[config.mk]
export PLATFORM = sky130hd
export DESIGN_NAME = button_debounce_array
export DESIGN_NICKNAME = d
export VERILOG_FILES = /design/src/rtl/button_pkg.sv /design/src/rtl/button_debounce_channel.sv /design/src/rtl/button_debounce_array.sv
export SDC_FILE = /design/constraint.sdc
export NUM_CORES = 1
export LEC_CHECK = 0
export CORE_ASPECT_RATIO = 0.6
export CORE_MARGIN = 10
export CORE_UTILIZATION = 46
export CTS_CLUSTER_SIZE = 8
export DETAILED_ROUTE_END_ITERATION = 8
export DONT_BUFFER_PORTS = 1
export HOLD_SLACK_MARGIN = 0.05
export PLACE_DENSITY = 0.69
export SLEW_MARGIN = 20
export SYNTH_ARGS = -nofsm -noshare
export SYNTH_HDL_FRONTEND = slang
export SYNTH_HIERARCHICAL = 1
export SYNTH_SLANG_ARGS = --single-unit
[constraint.sdc]
create_clock -name clock -period 2.1 [get_ports clock]
set_clock_uncertainty 0.2 [all_clocks]
set_input_delay 0.315 -clock clock [delete_from_list [all_inputs] [get_ports clock]]
set_output_delay 0.315 -clock clock [all_outputs]
set_load 0.03 [all_outputs]
[src/rtl/button_pkg.sv]
// -----------------------------------------------------------------------------
// button_pkg
// Shared constants and helpers for the push-button debounce array.
//   BTN_SYNC_STAGES   : default synchroniser depth per channel
//   BTN_STABLE_CYCLES : default stability window in clock cycles
//   BTN_LONG_CYCLES   : default hold time before a long-press pulse
//   btn_cnt_w(max)    : bit width needed for a counter that reaches 'max'
// -----------------------------------------------------------------------------
package button_pkg;

    localparam int BTN_SYNC_STAGES   = 32'sd2;
    localparam int BTN_STABLE_CYCLES = 32'sd4;
    localparam int BTN_LONG_CYCLES   = 32'sd500;

    function automatic int btn_cnt_w(input int max_val);
        return $clog2(max_val + 32'sd1);
    endfunction

endpackage

[src/rtl/button_debounce_channel.sv]
// -----------------------------------------------------------------------------
// button_debounce_channel
// One push-button channel: polarity fix, synchroniser, stability counter,
// edge pulses and a one-shot long-press detector. All outputs are registered.
// Ports:
//   clock         : system clock, rising edge
//   reset         : synchronous active-high reset
//   button        : raw asynchronous button level
//   btn_opt       : debounced level, 1 = pressed
//   press_pulse   : one cycle when btn_opt rises
//   release_pulse : one cycle when btn_opt falls
//   long_press    : one cycle when the press has lasted LONG_CYCLES cycles
// -----------------------------------------------------------------------------
module button_debounce_channel
    import button_pkg::*;
#(
    parameter int SYNC_STAGES   = BTN_SYNC_STAGES,
    parameter int STABLE_CYCLES = BTN_STABLE_CYCLES,
    parameter int LONG_CYCLES   = BTN_LONG_CYCLES,
    parameter bit ACTIVE_LOW    = 1'b0
) (
    input  logic clock,
    input  logic reset,
    input  logic button,
    output logic btn_opt,
    output logic press_pulse,
    output logic release_pulse,
    output logic long_press
);

    localparam int DW = btn_cnt_w(STABLE_CYCLES);
    localparam int HW = btn_cnt_w(LONG_CYCLES);
    localparam logic [DW-1:0] DCNT_LAST = DW'(STABLE_CYCLES - 32'sd1);
    localparam logic [HW-1:0] HCNT_MAX  = HW'(LONG_CYCLES);
    localparam logic [HW-1:0] HCNT_PRE  = HW'(LONG_CYCLES - 32'sd1);

    logic [SYNC_STAGES-1:0] sync_q, sync_d;
    logic [DW-1:0]          dcnt_q, dcnt_d;
    logic [HW-1:0]          hcnt_q, hcnt_d;
    logic                   btn_q, btn_d;
    logic                   press_q, press_d;
    logic                   rel_q, rel_d;
    logic                   long_q, long_d;
    logic                   samp_s;
    logic                   accept_s;

    // Next-state logic: synchroniser shift, stability window, pulses, hold timer.
    always_comb begin
        sync_d   = {sync_q[SYNC_STAGES-2:0], button ^ ACTIVE_LOW};
        samp_s   = sync_q[SYNC_STAGES-1];
        accept_s = 1'b0;
        btn_d    = btn_q;
        dcnt_d   = dcnt_q;
        hcnt_d   = hcnt_q;
        long_d   = 1'b0;

        // Any cycle of agreement restarts the window; a full window of
        // disagreement flips the debounced level.
        if (samp_s == btn_q) begin
            dcnt_d = {DW{1'b0}};
        end else if (dcnt_q == DCNT_LAST) begin
            accept_s = 1'b1;
            btn_d    = samp_s;
            dcnt_d   = {DW{1'b0}};
        end else begin
            dcnt_d = dcnt_q + DW'(1'b1);
        end

        press_d = accept_s & samp_s;
        rel_d   = accept_s & ~samp_s;

        // A release accepted on the expiry edge suppresses long_press, because
        // the hold branch is only taken while no release is being accepted.
        if (press_d) begin
            hcnt_d = {HW{1'b0}};
        end else if (btn_q && !rel_d) begin
            if (hcnt_q < HCNT_MAX) begin
                hcnt_d = hcnt_q + HW'(1'b1);
                long_d = (hcnt_q == HCNT_PRE);
            end else begin
                hcnt_d = hcnt_q;
            end
        end else begin
            hcnt_d = {HW{1'b0}};
        end
    end

    // State register with synchronous reset.
    always_ff @(posedge clock) begin
        if (reset) begin
            sync_q  <= {SYNC_STAGES{1'b0}};
            dcnt_q  <= {DW{1'b0}};
            hcnt_q  <= {HW{1'b0}};
            btn_q   <= 1'b0;
            press_q <= 1'b0;
            rel_q   <= 1'b0;
            long_q  <= 1'b0;
        end else begin
            sync_q  <= sync_d;
            dcnt_q  <= dcnt_d;
            hcnt_q  <= hcnt_d;
            btn_q   <= btn_d;
            press_q <= press_d;
            rel_q   <= rel_d;
            long_q  <= long_d;
        end
    end

    assign btn_opt       = btn_q;
    assign press_pulse   = press_q;
    assign release_pulse = rel_q;
    assign long_press    = long_q;

endmodule

[src/rtl/button_debounce_array.sv]
// -----------------------------------------------------------------------------
// button_debounce_array
// CHANNELS independent debounced push-button channels.
// Ports:
//   clock         : system clock, rising edge
//   reset         : synchronous active-high reset
//   button        : raw asynchronous button inputs
//   btn_opt       : debounced pressed levels
//   press_pulse   : one-cycle pulses on debounced press
//   release_pulse : one-cycle pulses on debounced release
//   long_press    : one-shot pulses after LONG_CYCLES of continuous press
// -----------------------------------------------------------------------------
module button_debounce_array
    import button_pkg::*;
#(
    parameter int CHANNELS      = 32'sd4,
    parameter int SYNC_STAGES   = BTN_SYNC_STAGES,
    parameter int STABLE_CYCLES = BTN_STABLE_CYCLES,
    parameter int LONG_CYCLES   = BTN_LONG_CYCLES,
    parameter bit ACTIVE_LOW    = 1'b0
) (
    input  logic                clock,
    input  logic                reset,
    input  logic [CHANNELS-1:0] button,
    output logic [CHANNELS-1:0] btn_opt,
    output logic [CHANNELS-1:0] press_pulse,
    output logic [CHANNELS-1:0] release_pulse,
    output logic [CHANNELS-1:0] long_press
);

    // Parameter legality, resolved at elaboration.
    if (CHANNELS < 32'sd1) begin : g_bad_channels
        $error("button_debounce_array: CHANNELS must be >= 1");
    end
    if (SYNC_STAGES < 32'sd2) begin : g_bad_sync
        $error("button_debounce_array: SYNC_STAGES must be >= 2");
    end
    if (STABLE_CYCLES < 32'sd1) begin : g_bad_stable
        $error("button_debounce_array: STABLE_CYCLES must be >= 1");
    end
    if (LONG_CYCLES <= STABLE_CYCLES) begin : g_bad_long
        $error("button_debounce_array: LONG_CYCLES must exceed STABLE_CYCLES");
    end

    for (genvar i = 0; i < CHANNELS; i++) begin : g_ch
        button_debounce_channel #(
            .SYNC_STAGES  (SYNC_STAGES),
            .STABLE_CYCLES(STABLE_CYCLES),
            .LONG_CYCLES  (LONG_CYCLES),
            .ACTIVE_LOW   (ACTIVE_LOW)
        ) u_ch (
            .clock        (clock),
            .reset        (reset),
            .button       (button[i]),
            .btn_opt      (btn_opt[i]),
            .press_pulse  (press_pulse[i]),
            .release_pulse(release_pulse[i]),
            .long_press   (long_press[i])
        );
    end

endmodule
==> results.sh, run 1 <==
export IMPL_synth_edf_count=0
export IMPL_io_buffers=0
export IMPL_ys_warn_count=6
export IMPL_seq_area_frac_synth=0.451
export IMPL_fin_cells=432
export IMPL_die_x_microns=128
export IMPL_wl_per_cell_microns=14.4
export IMPL_endpoint_kind="register"
export IMPL_max_slew_margin=0.458
export IMPL_vias=2433
export IMPL_yosysMostFrequentCell="dfxtp_1"
export IMPL_power_density_nw_per_um2=802
export IMPL_drv_cap=0
export IMPL_synth_area_leaders="dfxtp_1, ha_1, a31oi_1, nand3_1, o21ai_0"
export IMPL_path_max_fanout=9
export IMPL_fmax_ghz=0.562
export IMPL_synthCells=340
export IMPL_hpwl_mm=4.28
export IMPL_setup_violations=0
export IMPL_crit_slowest_cell="nand3_1"
export IMPL_holdWs_ps=66.5
export IMPL_syn2layout_area_growth_pct=11.2
export IMPL_setup_tns_ps=0
export IMPL_required_ps=2140
export IMPL_async_reset_ff_frac=0
export IMPL_slowest_delay_ps=330
export IMPL_antenna_left=0
export IMPL_first_iter_violations=309
export IMPL_cts_htree_levels=3
export IMPL_nNetsFinal=358
export IMPL_dp_cells=411
export IMPL_antenna_cells=0
export IMPL_slew_violations=0
export IMPL_dp_slack_ps=302
export IMPL_synth_seq_cells=72
export IMPL_period_needed_ps=1780
export IMPL_rows=23
export IMPL_peakVddDrop_mv=0.348
export IMPL_clock_sinks=72
export IMPL_drc=0
export IMPL_synthDominantCellAreaShare=0.451
export IMPL_root_buffer="clkbuf_16"
export IMPL_coreArea_sq_um=6710
export IMPL_firstDrtPassIters=4
export IMPL_clkTransAtPathRegs_ps=60
export IMPL_yosysTopAreaCell="dfxtp_1"
export IMPL_globalRouteOverflowTotal=0
export IMPL_first_global_vias=2138
export IMPL_worstMarginPinSlew_ps=813
export IMPL_start_util=0.477
export IMPL_fin_crit_sh=0.847
export IMPL_io_pins=22
export IMPL_min_path_type="input pin to register"
export IMPL_outcome="finished clean"
export IMPL_cts_buffers=9
export IMPL_finalHoldViolations=0
export IMPL_syn_area_sq_um=3200
export IMPL_antenna_found_initial=0
export IMPL_syn_avg_cell_area_sq_um=9.41
export IMPL_leakage_uw=0.00119
export IMPL_cp_start_kind="register"
export IMPL_path_class="register to register"
export IMPL_finalPower_uw=2850
export IMPL_grt_max_degree=21
export IMPL_drive_gt1_frac=0.128
export IMPL_grt_usage=0.116
export IMPL_ys_top_cells_by_count="dfxtp_1, inv_1, nand2_1, nand3_1, nor2_1"
export IMPL_max_clock_path_buffers=2
export IMPL_cpMostUsedCell="ha_1"
export IMPL_crit_chain="ha_1 -> ha_1 -> nand2b_1 -> nand3_1 -> a211oi_1"
export IMPL_synthDistinctLibCells=33
export IMPL_dieArea_sq_um=10800
export IMPL_rsz0062_at_grt="false"
export IMPL_viasPerCell=5.63
export IMPL_gp_congestion=0.781
export IMPL_synthFlopType="dfxtp_1"
export IMPL_insertion_delay_ps=330
export IMPL_r2r_slack_ps=320
export IMPL_die_y_microns=84.6
export IMPL_synth_nets=358
export IMPL_wl_mm=6.23
export IMPL_tritoncts="done"
export IMPL_worstPathArrival_ps=1810
export IMPL_grt_pass1_wl_mm=10.5
export IMPL_worst_slack_ps=320
==> what timing repair did <==
| action | 4_1_cts | 5_1_grt |
|---|---|---|
| buffers inserted | 0 | 0 |
| endpoints found under the setup margin | 0 | 37 |
| hold endpoints to repair | 31 | 0 |
| hold buffers | 5 | 0 |
| gates resized for setup | 0 | 1 |
==> power by group <==
| group | internal (uW) | switching, uW | total, uW |
|---|---|---|---|
| Clock | 821 | 620 | 1440 |
| Sequential | 1380 | 5.46 | 1380 |
| Combinational | 16.5 | 16.1 | 32.6 |
==> sequential cells by signal, indices dropped and copies added, names as in the netlist <==
name and flops:
g_ch.u_ch/release_pulse 4, g_ch.u_ch/sync_q 8, g_ch.u_ch/btn_opt 4, g_ch.u_ch/hcnt_q 36, g_ch.u_ch/long_press 4, g_ch.u_ch/press_pulse 4, g_ch.u_ch/dcnt_q 12
==> final cells by class <==
type / count / area [sq um]
Clock buffer: 9 / 225
Clock inverter: 7 / 62.6
Fill cell: 585 / 3150
Inverter: 20 / 75.1
Multi-Input combinational cell: 228 / 1560
Sequential cell: 72 / 1440
Tap cell: 87 / 109
Timing Repair Buffer: 9 / 82.6
==> final timing paths <==
kind / start / to / cells past startpoint
max: g_ch[3].u_ch/dcnt_q[0]$_SDFF_PP0_ / g_ch[3].u_ch/hcnt_q[2]$_SDFFE_PP0N_ / 5
min reg2reg: g_ch[3].u_ch/dcnt_q[0]$_SDFF_PP0_ / g_ch[3].u_ch/dcnt_q[0]$_SDFF_PP0_ / 1
max reg2reg: g_ch[3].u_ch/dcnt_q[0]$_SDFF_PP0_ / g_ch[3].u_ch/hcnt_q[2]$_SDFFE_PP0N_ / 5
min: reset / g_ch[0].u_ch/press_pulse$_SDFF_PP0_ / 1
==> routing by layer <==
metal | vias up | part of all wire | global-route usage | wire [microns]
li1 | 1256 | - | - | -
met1 | 1116 | 0.53 | 0.162 | 3280
met2 | 51 | 0.41 | 0.158 | 2570
met3 | 10 | 0.045 | 0.0370 | 279
met4 | 0 | 0.015 | 0.0499 | 93
met5 | - | 0 | 0 | 0
==> stage by stage <==
step	utilization	cell area, sq um
final	0.531	3560
after floorplan	-	3200
after global placement	0.480	3220
after detailed placement	0.480	3220
after global routing	0.531	3560
after CTS	0.530	3550
==> placed cells by master (no fill, tap or decap), drive strengths merged, types with 8 or more instances in the layout <==
cell and count:
a31oi 20, a211oi 8, or3 12, o21ai 16, clkbuf 9, nor2b 8
ha 12, dfxtp 72, nor3 12, a21oi 8, nand2 20, nand4 8
inv 23, nor2 20, nand3 24
==> cell families after synthesis <==
family	Yosys count	synth area share
buffers and inverters	40	0.0610
and+or+nand+nor	132	0.244
muxes	4	0.0125
AOI/OAI and AO/OA	76	0.174
xor gates and xnor gates	4	0.0110
DFF	72	0.451
adders and majority gates	12	0.0469
==> worst max-delay path, delay by kind of cell (launching register included) <==
| kind | cells | cell delay (ps) |
|---|---|---|
| fa+ha+maj | 2 | 400 |
| flops | 1 | 310 |
| compound gates | 1 | 290 |
| simple gates | 2 | 480 |
(Power assumes the default switching activity.)
==> run 2: changes to the inputs <==
Clock period 2.1 ns to 1.9 ns, I/O delays scaled along.
==> run 2 against run 1 <==
Effect of this change:
- routed wire length is 2.5% lower
- sequential power is 11% higher
- worst hold slack better by 9.4 ps
- critical endpoint is now g_ch[2].u_ch/hcnt_q[2]$_SDFFE_PP0N_
- largest cell class unchanged
==> results.sh, run 2 (synthesis gave the netlist of run 1 again) <==
export IMPL_max_slew_margin=0.592
export IMPL_rsz0062_at_grt="false"
export IMPL_final_cell_mix="dfxtp_1, inv_1, nand2_1, nor2_1, nand3_1"
export IMPL_worst_slack_ps=113
export IMPL_die_x_microns=128
export IMPL_first_iter_violations=222
export IMPL_firstDrtPassIters=4
export IMPL_finalHoldViolations=0
export IMPL_cp_start_kind="register"
export IMPL_cts_htree_levels=3
export IMPL_drv_cap=0
export IMPL_min_path_type="input pin to register"
export IMPL_wl_mm=6.07
export IMPL_drive_gt1_frac=0.134
export IMPL_syn2layout_area_growth_pct=12.3
export IMPL_io_buffers=0
export IMPL_grt_pass1_wl_mm=10.4
export IMPL_setup_tns_ps=0
export IMPL_insertion_delay_ps=320
export IMPL_cts_buffers=9
export IMPL_max_clock_path_buffers=2
export IMPL_nFillCells=593
export IMPL_grt_usage=0.115
export IMPL_nNetsFinal=365
export IMPL_power_density_nw_per_um2=832
export IMPL_holdWs_ps=75.9
export IMPL_fin_crit_sh=0.940
export IMPL_globalRouteOverflowTotal=0
export IMPL_wl_per_cell_microns=13.9
export IMPL_root_buffer="clkbuf_16"
export IMPL_grt_max_degree=16
export IMPL_antenna_left=0
export IMPL_peakVddDrop_mv=0.625
export IMPL_period_needed_ps=1790
export IMPL_tritoncts="done"
export IMPL_clkTransAtPathRegs_ps=50
export IMPL_worstPathArrival_ps=1800
export IMPL_drc=0
export IMPL_die_y_microns=84.6
export IMPL_io_pins=22
export IMPL_rr_worst_depth=5
export IMPL_first_global_vias=2229
export IMPL_antenna_found_initial=0
export IMPL_viasPerCell=5.69
export IMPL_rows=23
export IMPL_reg_largest_list="g_ch.u_ch/hcnt_q x36, g_ch.u_ch/dcnt_q x12, g_ch.u_ch/sync_q x8"
export IMPL_coreArea_sq_um=6710
export IMPL_dp_slack_ps=143
export IMPL_hpwl_mm=4.19
export IMPL_max_flop_register="g_ch.u_ch/hcnt_q"
export IMPL_outcome="finished clean"
export IMPL_path_class="register to register"
export IMPL_antenna_cells=0
export IMPL_dieArea_sq_um=10800
export IMPL_slew_violations=0
export IMPL_vias=2485
export IMPL_final_common_cell="dfxtp_1"
export IMPL_worstMarginPinSlew_ps=613
export IMPL_largest_register_ffs=36
export IMPL_required_ps=1920
export IMPL_endpoint_kind="register"
export IMPL_path_max_fanout=9
export IMPL_fmax_ghz=0.560
export IMPL_gp_congestion=0.776
export IMPL_setup_violations=0
export IMPL_clock_sinks=72
export IMPL_leakage_uw=0.00122
export IMPL_whs_path_depth=1
export IMPL_finalPower_uw=2990
export IMPL_start_util=0.477
-- run 2: cell type report --
cell class,count,area [sq um],share of cell area
Clock buffer,10,229,0.0637
Sequential cell,72,1440,0.401
Clock inverter,4,23.8,0.00662
Timing Repair Buffer,16,143,0.0397
Tap cell,87,109,0.0303
Inverter,20,75.1,0.0209
Multi-Input combinational cell,228,1570,0.437
-- run 2: path summary, 6_finish.rpt --
| kind | from | slack (ps) | end |
|---|---|---|---|
| min | reset | 80 | g_ch[1].u_ch/press_pulse$_SDFF_PP0_ |
| max reg2reg | g_ch[2].u_ch/dcnt_q[0]$_SDFF_PP0_ | 110 | g_ch[2].u_ch/hcnt_q[2]$_SDFFE_PP0N_ |
| max | g_ch[2].u_ch/dcnt_q[0]$_SDFF_PP0_ | 110 | g_ch[2].u_ch/hcnt_q[2]$_SDFFE_PP0N_ |
| min reg2reg | g_ch[0].u_ch/dcnt_q[0]$_SDFF_PP0_ | 220 | g_ch[0].u_ch/dcnt_q[0]$_SDFF_PP0_ |
-- run 2: timing repair --
item                                   4_1_cts  5_1_grt
buffers inserted                             0        0
setup endpoints to repair                    0       36
endpoints found under the hold margin       34        0
hold buffers                                 8        0
gates resized for setup                      0        3
-- run 2: per-stage QoR --
step           utilization  instances  area (sq um)
3_3_place_gp         0.484        415          3250
6_report             0.536        437          3590
3_5_place_dp         0.484        415          3250
5_1_grt              0.536        437          3590
2_1_floorplan            -        340          3200
4_1_cts              0.534        437          3580
-- run 2: critical path, cell delays in order (launching register included) --
cell and delay [ps]:
dfxtp_1 310, ha_1 200, ha_1 210, nand2b_1 150, nand3_1 320, a211oi_1 310
-- run 2: metal layers --
metal / GRT usage / up-vias / share of wire / wire, microns
met2: 0.163 / 56 / 0.44 / 2680
li1: - / 1263 / - / -
met3: 0.0395 / 4 / 0.051 / 309
met5: 0 / - / 0 / 0
met1: 0.158 / 1162 / 0.50 / 3030
met4: 0.0407 / 0 / 0.0077 / 47
-- run 2: power breakdown --
| group | leakage, uW | internal (uW) | switching, uW |
|---|---|---|---|
| combinational | 0.000514 | 21.2 | 17.0 |
| clock | 0.000128 | 862 | 563 |
| sequential | 0.000582 | 1520 | 5.87 |
